## config.mk

```make
export PLATFORM = sky130hd
export DESIGN_NAME = regfile_mp_sb
export DESIGN_NICKNAME = d
export VERILOG_FILES = /design/src/rtl/regfile_pkg.sv /design/src/rtl/regfile_scoreboard.sv /design/src/rtl/regfile_mp_sb.sv
export SDC_FILE = /design/constraint.sdc
export NUM_CORES = 2
export LEC_CHECK = 0
export BUFFER_PORTS_ARGS = -buffer_cell sky130_fd_sc_hd__buf_2
export CORE_ASPECT_RATIO = 1.75
export CORE_UTILIZATION = 46
export DETAILED_ROUTE_END_ITERATION = 16
export SETUP_SLACK_MARGIN = 0.05
export SYNTH_ARGS = -nofsm -noshare
export SYNTH_HDL_FRONTEND = slang
export SYNTH_SLANG_ARGS = --single-unit
export TNS_END_PERCENT = 30
```

## constraint.sdc

```tcl
create_clock -name inclk -period 2.6 [get_ports inclk]
set_clock_uncertainty 0.05 [all_clocks]
set_input_delay 0.13 -clock inclk [delete_from_list [all_inputs] [get_ports inclk]]
set_output_delay 0.13 -clock inclk [all_outputs]
set_load 0.01 [all_outputs]
```

## src/rtl/regfile_pkg.sv

```systemverilog
// Shared types and default sizing for the multi-port register file slice.
package regfile_pkg;

   localparam int RF_DW_DEF    = 32;
   localparam int RF_DEPTH_DEF = 32;
   localparam int RF_NRD_DEF   = 2;

   typedef enum logic {
      RF_IDLE  = 1'b0,
      RF_CLEAR = 1'b1
   } rf_state_t;

endpackage

```

## src/rtl/regfile_scoreboard.sv

```systemverilog
// Per-register busy bits: issue sets, writeback clears, soft-clear sweep clears by index.
module regfile_scoreboard #(
   parameter  int DEPTH = 32,
   localparam int AW    = $clog2(DEPTH)
) (
   input  logic             inclk,
   input  logic             rstn,
   input  logic             i_iss_v,
   input  logic [AW-1:0]    i_iss_rd,
   input  logic             i_wb0_v,
   input  logic [AW-1:0]    i_wb0_addr,
   input  logic             i_wb1_v,
   input  logic [AW-1:0]    i_wb1_addr,
   input  logic             i_clr_v,
   input  logic [AW-1:0]    i_clr_idx,
   output logic [DEPTH-1:0] o_busy
);

   logic [DEPTH-1:0] r_busy;
   logic [DEPTH-1:0] w_busy_nxt;

   // Clear-by-index beats a new producer, which beats a retiring writeback.
   always_comb begin
      w_busy_nxt = r_busy;
      for (int r = 1; r < DEPTH; r++) begin
         if (i_clr_v && (i_clr_idx == AW'(r))) begin
            w_busy_nxt[r] = 1'b0;
         end else if (i_iss_v && (i_iss_rd == AW'(r))) begin
            w_busy_nxt[r] = 1'b1;
         end else if ((i_wb0_v && (i_wb0_addr == AW'(r))) ||
                      (i_wb1_v && (i_wb1_addr == AW'(r)))) begin
            w_busy_nxt[r] = 1'b0;
         end
      end
      w_busy_nxt[0] = 1'b0;
   end

   always_ff @(posedge inclk or negedge rstn) begin
      if (!rstn) begin
         r_busy <= '0;
      end else begin
         r_busy <= w_busy_nxt;
      end
   end

   assign o_busy = r_busy;

endmodule

```

## src/rtl/regfile_mp_sb.sv

```systemverilog
// Multi-port register file: combinational reads with writeback bypass, two write ports,
// issue scoreboard and a one-register-per-cycle soft-clear sequencer.
module regfile_mp_sb
   import regfile_pkg::*;
#(
   parameter  int DW    = RF_DW_DEF,
   parameter  int DEPTH = RF_DEPTH_DEF,
   parameter  int NRD   = RF_NRD_DEF,
   localparam int AW    = $clog2(DEPTH)
) (
   input  logic              inclk,
   input  logic              rstn,
   input  logic [NRD*AW-1:0] rd_addr,
   output logic [NRD*DW-1:0] rd_data,
   output logic [NRD-1:0]    rd_busy,
   input  logic              iss_v,
   input  logic [AW-1:0]     iss_rd,
   input  logic              wb0_v,
   input  logic [AW-1:0]     wb0_addr,
   input  logic [DW-1:0]     wb0_data,
   input  logic              wb1_v,
   input  logic [AW-1:0]     wb1_addr,
   input  logic [DW-1:0]     wb1_data,
   input  logic              clr_req,
   output logic              clr_busy,
   output logic              clr_done
);

   localparam logic [AW:0] CLR_LAST = (AW+1)'(DEPTH-1);

   rf_state_t        r_state;
   rf_state_t        w_state_nxt;
   logic [AW:0]      r_clr_cnt;
   logic             w_clearing;
   logic             w_clr_last;
   logic             w_wb0_en;
   logic             w_wb1_en;
   logic             w_iss_en;
   logic [DW-1:0]    r_mem [DEPTH];
   logic [DEPTH-1:0] w_busy;
   logic [DW-1:0]    w_rd_data [NRD];
   logic             w_rd_busy [NRD];

   assign w_clearing = (r_state == RF_CLEAR);
   assign w_clr_last = (r_clr_cnt == CLR_LAST);

   // Pipeline traffic has no effect while the sweep owns the array.
   assign w_wb0_en = wb0_v && !w_clearing && (wb0_addr != '0);
   assign w_wb1_en = wb1_v && !w_clearing && (wb1_addr != '0);
   assign w_iss_en = iss_v && !w_clearing && (iss_rd != '0);

   always_ff @(posedge inclk or negedge rstn) begin
      if (!rstn) begin
         r_state <= RF_IDLE;
      end else begin
         r_state <= w_state_nxt;
      end
   end

   always_comb begin
      w_state_nxt = r_state;
      case (r_state)
         RF_IDLE:  if (clr_req) w_state_nxt = RF_CLEAR;
         RF_CLEAR: if (w_clr_last) w_state_nxt = RF_IDLE;
         default:  w_state_nxt = RF_IDLE;
      endcase
   end

   always_comb begin
      clr_busy = 1'b0;
      clr_done = 1'b0;
      if (r_state == RF_CLEAR) begin
         clr_busy = 1'b1;
         clr_done = w_clr_last;
      end
   end

   always_ff @(posedge inclk or negedge rstn) begin
      if (!rstn) begin
         r_clr_cnt <= '0;
      end else if (w_clearing) begin
         r_clr_cnt <= w_clr_last ? '0 : r_clr_cnt + 1'b1;
      end else begin
         r_clr_cnt <= '0;
      end
   end

   // wb1 is written after wb0 so it wins a same-address collision.
   always_ff @(posedge inclk or negedge rstn) begin
      if (!rstn) begin
         for (int i = 0; i < DEPTH; i++) begin
            r_mem[i] <= '0;
         end
      end else if (w_clearing) begin
         r_mem[r_clr_cnt[AW-1:0]] <= '0;
      end else begin
         if (w_wb0_en) r_mem[wb0_addr] <= wb0_data;
         if (w_wb1_en) r_mem[wb1_addr] <= wb1_data;
      end
   end

   regfile_scoreboard #(
      .DEPTH (DEPTH)
   ) u_scoreboard (
      .inclk      (inclk),
      .rstn       (rstn),
      .i_iss_v    (w_iss_en),
      .i_iss_rd   (iss_rd),
      .i_wb0_v    (w_wb0_en),
      .i_wb0_addr (wb0_addr),
      .i_wb1_v    (w_wb1_en),
      .i_wb1_addr (wb1_addr),
      .i_clr_v    (w_clearing),
      .i_clr_idx  (r_clr_cnt[AW-1:0]),
      .o_busy     (w_busy)
   );

   for (genvar k = 0; k < NRD; k++) begin : g_rd
      logic [AW-1:0] w_addr;
      logic          w_hit0;
      logic          w_hit1;

      assign w_addr = rd_addr[k*AW +: AW];
      assign w_hit0 = w_wb0_en && (wb0_addr == w_addr);
      assign w_hit1 = w_wb1_en && (wb1_addr == w_addr);

      always_comb begin
         if (w_addr == '0) begin
            w_rd_data[k] = '0;
         end else if (w_hit1) begin
            w_rd_data[k] = wb1_data;
         end else if (w_hit0) begin
            w_rd_data[k] = wb0_data;
         end else begin
            w_rd_data[k] = r_mem[w_addr];
         end
         w_rd_busy[k] = w_busy[w_addr] && !w_hit0 && !w_hit1 && !w_clearing;
      end
   end

   always_comb begin
      rd_data = '0;
      rd_busy = '0;
      for (int k = 0; k < NRD; k++) begin
         rd_data[k*DW +: DW] = w_rd_data[k];
         rd_busy[k]          = w_rd_busy[k];
      end
   end

endmodule

```

Word level (Yosys, flattened, before mapping):

Cells that the tools add are included.

* bitwise gates (word level): 8
* multiplexer cells: 128
* eq/ne operators: 129
* $add $sub $neg: 1
* reductions and logical operators: 215
* order comparisons: 10

Operator list (count)
* $mux 1024: 4
* $bwmux 1024: 2
* $and 1024x1024->1024: 1
* $not 1024->1024: 1
* $demux 32 s5: 3
* $mux 32: 13
* $bmux 32 s5: 2
* $eq 5x5->1 const B: 64
* $eq 5x4->1 const B: 32
* $logic_and 1x1->1: 143
* $mux 1: 99
* $reduce_bool 3->1: 31
* $eq 5x3->1 const B: 16
* $eq 5x2->1 const B: 8
* $logic_or 1x1->1: 31
* $ge 6x6->1 const B: 5
* $not 5->6: 5
* $eq 5x1->1 const B: 4
* $eq 5x5->1: 4
* $lt 6x1->1 const B: 3
* $reduce_bool 5->1: 3
* $lt 5x6->1 const B: 2
* $mux 6: 2
* $bmux 1 s5: 2
* other kinds (6): 11

* output and inout port bits: 68
* bits of input ports: 95
* bits in registers: 1062
* logic and storage cells: 556

Logic depth before layout (Yosys ltp):

* depth after elaboration: 11
* mapped depth: 10
* gate-level depth less buffers: 6

Modules after synthesis:

From an unflattened synthesis, not the netlist that was laid out.

* cells, all modules: 8937
* area, all modules: 77485.6 um^2

By module, submodules not included
* regfile_mp_sb: area each 75590.0 um^2, instances 1, cells an instance 8720, seq. area each 25799.7 um^2
* regfile_scoreboard: area each 1895.6 um^2, instances 1, cells an instance 217, seq. area each 775.7 um^2

Worst setup path before layout:

OpenSTA, ideal clock, no wires.

* path kind: register to register
* from: register r_state
* to: register r_mem[533] in the netlist's numbering
* path slack: 0.331 ns
* path buffers: 3
* clock period less this slack: 2.269 ns
* setup time: 0.121 ns
* arrival: 2.098 ns
* data required time: 2.429 ns
* stages on the path, launching flop included: 9
* cells stage by stage: dfrtp_1 -> buf_6 -> or3b_1 -> buf_6 -> nor3_4 -> buf_8 -> mux2i_1 -> a21oi_1 -> a22o_1

* cells in the longest elaborated chain, start to end: 8
* elaborated cells between the ends (all ways): 10
* those cells by class: mux (5); reduce/logical (5)

RTL lines
* from (decl): RTL line regfile_mp_sb.sv:31 `rf_state_t r_state;`
* from (signal assigned): RTL line regfile_mp_sb.sv:56 `r_state <= w_state_nxt;`
* $logic_not 1->1: RTL line regfile_mp_sb.sv:48, regfile_mp_sb.sv:49
* $logic_and 1x1->1 (2 in series): RTL line regfile_mp_sb.sv:48 `assign w_wb0_en = wb0_v && !w_clearing && (wb0_addr != '0);`
* $mux 1024: RTL line regfile_mp_sb.sv:97 `if (w_wb0_en) r_mem[wb0_addr] <= wb0_data;`
* $mux 1024: RTL line regfile_mp_sb.sv:94 `end else if (w_clearing) begin`
* $bwmux 1024: RTL line regfile_mp_sb.sv:98 `if (w_wb1_en) r_mem[wb1_addr] <= wb1_data;`
* $mux 1024: RTL line regfile_mp_sb.sv:98
* $mux 1024 *: RTL line regfile_mp_sb.sv:94
* to (signal, indexed assignment): RTL line regfile_mp_sb.sv:97
* to (signal, indexed assignment): RTL line regfile_mp_sb.sv:98
* to (decl): RTL line regfile_mp_sb.sv:39 `logic [DW-1:0] r_mem [DEPTH];`

Every way passes the cells marked *; elsewhere a longest branch is shown, timed or not. The select of a mux whose other input is x is not followed.
A chain may end at the register's enable or synchronous reset.

Worst setup path after layout:

* from: register r_state
* to: output rd_data[26]

* cells in the longest elaborated chain, start to end: 7
* elaborated cells between the ends (all ways): 10
* those cells by class: mux (3); reduce/logical (7)

RTL lines
* $logic_not 1->1 *: RTL line regfile_mp_sb.sv:48, regfile_mp_sb.sv:49
* $logic_and 1x1->1 (2 in series): RTL line regfile_mp_sb.sv:48
* $logic_and 1x1->1: RTL line regfile_mp_sb.sv:124 `assign w_hit0 = w_wb0_en && (wb0_addr == w_addr);`
* $mux 32: RTL line regfile_mp_sb.sv:132 `end else if (w_hit0) begin`
* $mux 32 *: RTL line regfile_mp_sb.sv:130 `end else if (w_hit1) begin`
* $mux 32 *: RTL line regfile_mp_sb.sv:128 `if (w_addr == '0) begin`
* to (decl): RTL line regfile_mp_sb.sv:14 `output logic [NRD*DW-1:0] rd_data,`

Every way passes the cells marked *; elsewhere a longest branch is shown, timed or not.

==> implementation parameters <==
Parameter                              Value

Floorplanning
  Number of placement rows ... between 150 and 200
  Area of the die ... between 0.15 and 0.2 sq mm
  Chip Height ... approximately 540 um
  Placeable core area ... 0.1665 sq mm
  Effective utilization at floorplan ... 0.4644
  Horiz. Die Dim ... 311.9 um
  Number of top-level pins ... around 160

Place
  HPWL Detailed ... ~220000 um
  Post-placement cell count ... about 9700
  Quantity of I/O buffers inserted on ports ... about 160
  Final weighted congestion in routability-driven placement ... 0.9803
  Area of placed instances ... 0.08363 sq mm

Timing
  Final critical delay including setup and external delays ... ~3000 ps
  Max-slew violation total from the final report ... 0
  Final Hold Vio Count ... 0
  Final total negative setup slack ... -18590 ps
  Setup repair after global routing missed its margin ... yes
  Peak clock frequency supported by timing ... between 300 and 400 MHz
  Crit share post-route ... 1.146
  Setup ws final ... -380.2 ps
  Worst slew margin relative to its limit ... 0.2022
  Pin slew with the least headroom to its limit ... 1194 ps
  Count of final setup violators ... 84

Setup path
  Worst path slowest cell ... dfrtp_2
  Max incr delay on CP ... slightly above 400 ps
  CP bufs+invs ... 6
  Worst setup path category ... flip-flop to output pin
  Cell-by-cell listing of the critical path ... buf_6 > nor2b_4 > o41ai_2 > nor4_4 > buf_12 > or3_4 > buf_4 > buf_12 > buf_12 > o22ai_2 > buf_2
  Cell family with the largest share of critical-path delay ... buffers and inverters
  Startpoint kind of the worst setup timing path ... flip-flop
  Cell with the most instances on the worst path ... buf_12
  Critical Path End Type ... output pin
  Arrival @ worst endpoint ... approximately 2800 ps
  Critical Path RT ... about 2400 ps
  Largest fanout on the critical path ... 6

Route
  TritonRoute pass-1 iters ... 9
  Vias per std cell ... slightly above 7
  DRT iter0 DRCs ... 10471
  WL/cell ... around 35 um
  Routed wire length ... around 350000 um
  Antenna-violating nets left ... 0
  Total number of vias ... 72028
  Drc violations ... 0

CTS
  TritonCTS clock tree ... done
  Latest clock arrival within the worst-skew pair ... ~740 ps
  Inserted Clock Buffers ... between 100 and 150
  Number of clock sinks ... 1062
  Clock root buffer master ... clkbuf_16
  Longest Clk Path Bufs ... 3
  Clock transition time at the flip-flop clock pins of the worst setup and hold paths ... roughly 70 ps
  H-Tree Level Count ... 3

Synth
  Sequential fraction of the synthesis area ... 0.3438
  Synth Register Bits ... around 1100
  Count leader, synth ... mux2i_1
  Most used standard cells in the synthesized netlist ... mux2i_1, a21oi_1, dfrtp_1
  Xor and xnor area share after synthesis ... 0.002606
  Synthesized instance count ... approximately 7900
  Synth async-reset ratio ... 1.000
  Most area-consuming cells after synthesis ... dfrtp_1, mux2i_1, mux4_2
  Fraction of synthesized cell area taken by the top area cell type ... 0.3438
  Yosys Warn Count ... 0
  Mux share of post-synthesis cell area ... 0.2768
  Post-Syn Nets ... 8015
  Count of flip-flops with a built-in enable after synthesis ... 0
  Syn Area/Cell ... roughly 9.8 sq um
  Cell type with the highest aggregate area in the netlist ... dfrtp_1
  Dominant combinational cell family by area after synthesis ... multiplexers
  Simple logic cell fraction of the synthesized area ... 0.07638
  Count of distinct cell types in the synthesized netlist ... 64
  Cell area after synthesis ... a little under 0.08 sq mm
  Adder-cell area share of the yosys netlist ... 0.0009711
  Compound-Gate Fraction of Synth Area ... 0.2404
  Primary flip-flop cell chosen by synthesis mapping ... dfrtp_1

Power
  Internal power summed over all cells ... ~31 mW
  Switching share of power ... 0.3631
  Proportion of power drawn by flip-flops and latches ... 0.375
  Worst voltage drop across the vdd grid ... roughly 580 uV
  Power density over the cells ... about 560 mW/mm^2
  Leak ... 39.06 nW
  Comb pwr share ... 0.277
  P_sw ... 17.82 mW
  Clock group share of total power ... 0.348

Cells and area
  Finished Core Util ... 0.5309
  Fraction of layout instances using a drive strength above 1 ... 0.2092
  Fin cells ... 9990
  Area grow syn2layout ... 14.34%
  Post-route design area ... a little under 0.09 sq mm
  Nets ... between 7000 and 8000

Flow run
  MaxCap Viol Count ... 0

GRT
  Number of antenna violations at the first check in global routing ... 17
  First-pass GRT wire length ... approximately 500000 um
  Pin count of the biggest net entering global routing ... between 100 and 150
  GRT Total Usage ... 0.3980
  Via count of the first global-routing pass ... 69320
  Global route total overflow ... 0

Run status
  Violated checks ... setup timing
  Result of the run ... finished, violations left

Hold path
  Type of the worst min-delay path ... input port to flip-flop
-- worst reg2reg max path, delay by kind of cell (launching register included) --
family                 cells  cell delay [ps]
AO/OA/AOI/OAI              2             1010
buffers and inverters      5             1080
flip-flops                 1              410
-- registers in the layout, indices dropped and copies added (netlist names) --
name                 count
r_mem                 1024
r_clr_cnt                6
u_scoreboard.o_busy     31
r_state                  1
-- power groups by stage --
stage,Clock [mW],Combinational (mW),Sequential (mW)
floorplan,0,6.77,18.3
global route,17.7,13.9,18.5
CTS,17.2,13.1,18.3
detailed placement,0,12.9,18.6
finish,17.1,13.6,18.4
global placement,0,12.8,18.6
-- stage by stage --
stage / total power [mW] / hold WS, ps / setup slack (ps)
finish: 49.07 / 50.50 / -380.2
global route: 50.07 / 63.00 / -413.5
CTS: 48.56 / 2.457 / -425.7
detailed placement: 31.58 / 52.86 / -308.3
global placement: 31.34 / 47.82 / -337.4
floorplan: 25.05 / -215.6 / 331.3
-- cell type report --
cell class / count / area (sq um)
inverter: 8 / 37.54
tap: 2200 / 2753
clock buffer: 162 / 3227
sequential: 1062 / 26580
timing repair buffer: 709 / 7731
clock inverter: 38 / 460.4
fill: 14708 / 78090
multi-input combinational: 5804 / 47590
antenna: 7 / 17.52
-- metal layers --
metal | up-vias | global-route usage | wire (um)
met2 | 5174 | 0.6068 | 154800
li1 | 29455 | - | -
met5 | - | 0 | 112
met3 | 1493 | 0.1084 | 40350
met4 | 18 | 0.2882 | 28500
met1 | 35888 | 0.4845 | 123200
-- kinds of logic after synthesis --
| logic type | after synthesis |
|---|---|
| buf+inv | 1048 |
| flops | 1062 |
| compound gates | 2717 |
| simple gates | 1405 |
| mux | 1653 |
| xor+xnor | 23 |
| fa+ha+maj | 6 |
-- timing repair --
action / 4_1_cts / 5_1_grt
gates resized for setup: 52 / 71
pin swaps: 49 / 12
setup endpoints to repair: 67 / 77
buffers inserted: 12 / 2
hold buffers: 21 / 0
gates cloned: 4 / 1
hold endpoints to repair: 765 / 0
-- path summary, 6_finish.rpt --
check,start,endpoint,depth (start not counted),slack (ps)
setup / recovery,r_state$_DFF_PN0_,rd_data[26],11,-380
hold / removal,wb1_data[31],r_mem[767]$_DFF_PN0_,3,50
setup reg to reg,r_state$_DFF_PN0_,r_mem[155]$_DFF_PN0_,7,-20
hold reg to reg,r_clr_cnt[0]$_DFF_PN0_,r_clr_cnt[0]$_DFF_PN0_,1,450
max in group asynchronous,rstn,r_mem[62]$_DFF_PN0_,4,1660
min in group asynchronous,rstn,r_mem[473]$_DFF_PN0_,3,130
-- cell usage in the layout, fill, tap and decap left out, drive strengths merged, types with 20 or more instances in the layout --
cell	netlist	layout
o21ai	200	200
mux2i	1097	1097
and2	39	39
dfrtp	1062	1062
a211oi	32	32
nor2	964	964
o2111ai	32	32
o22ai	63	63
a22o	928	928
o2bb2ai	96	96
nor2b	20	20
clkinv	0	23
a21oi	1083	1083
o211ai	64	64
mux4	369	369
o221ai	31	31
dlygate4sd3	0	20
clkbuf	700	163
nand2	197	197
nor3	27	27
a221oi	31	31
buf	340	688
nand3	115	115
a22oi	62	62
a31oi	23	23
mux2	187	187
a2bb2oi	47	47
Power figures use the tool's default switching activity.
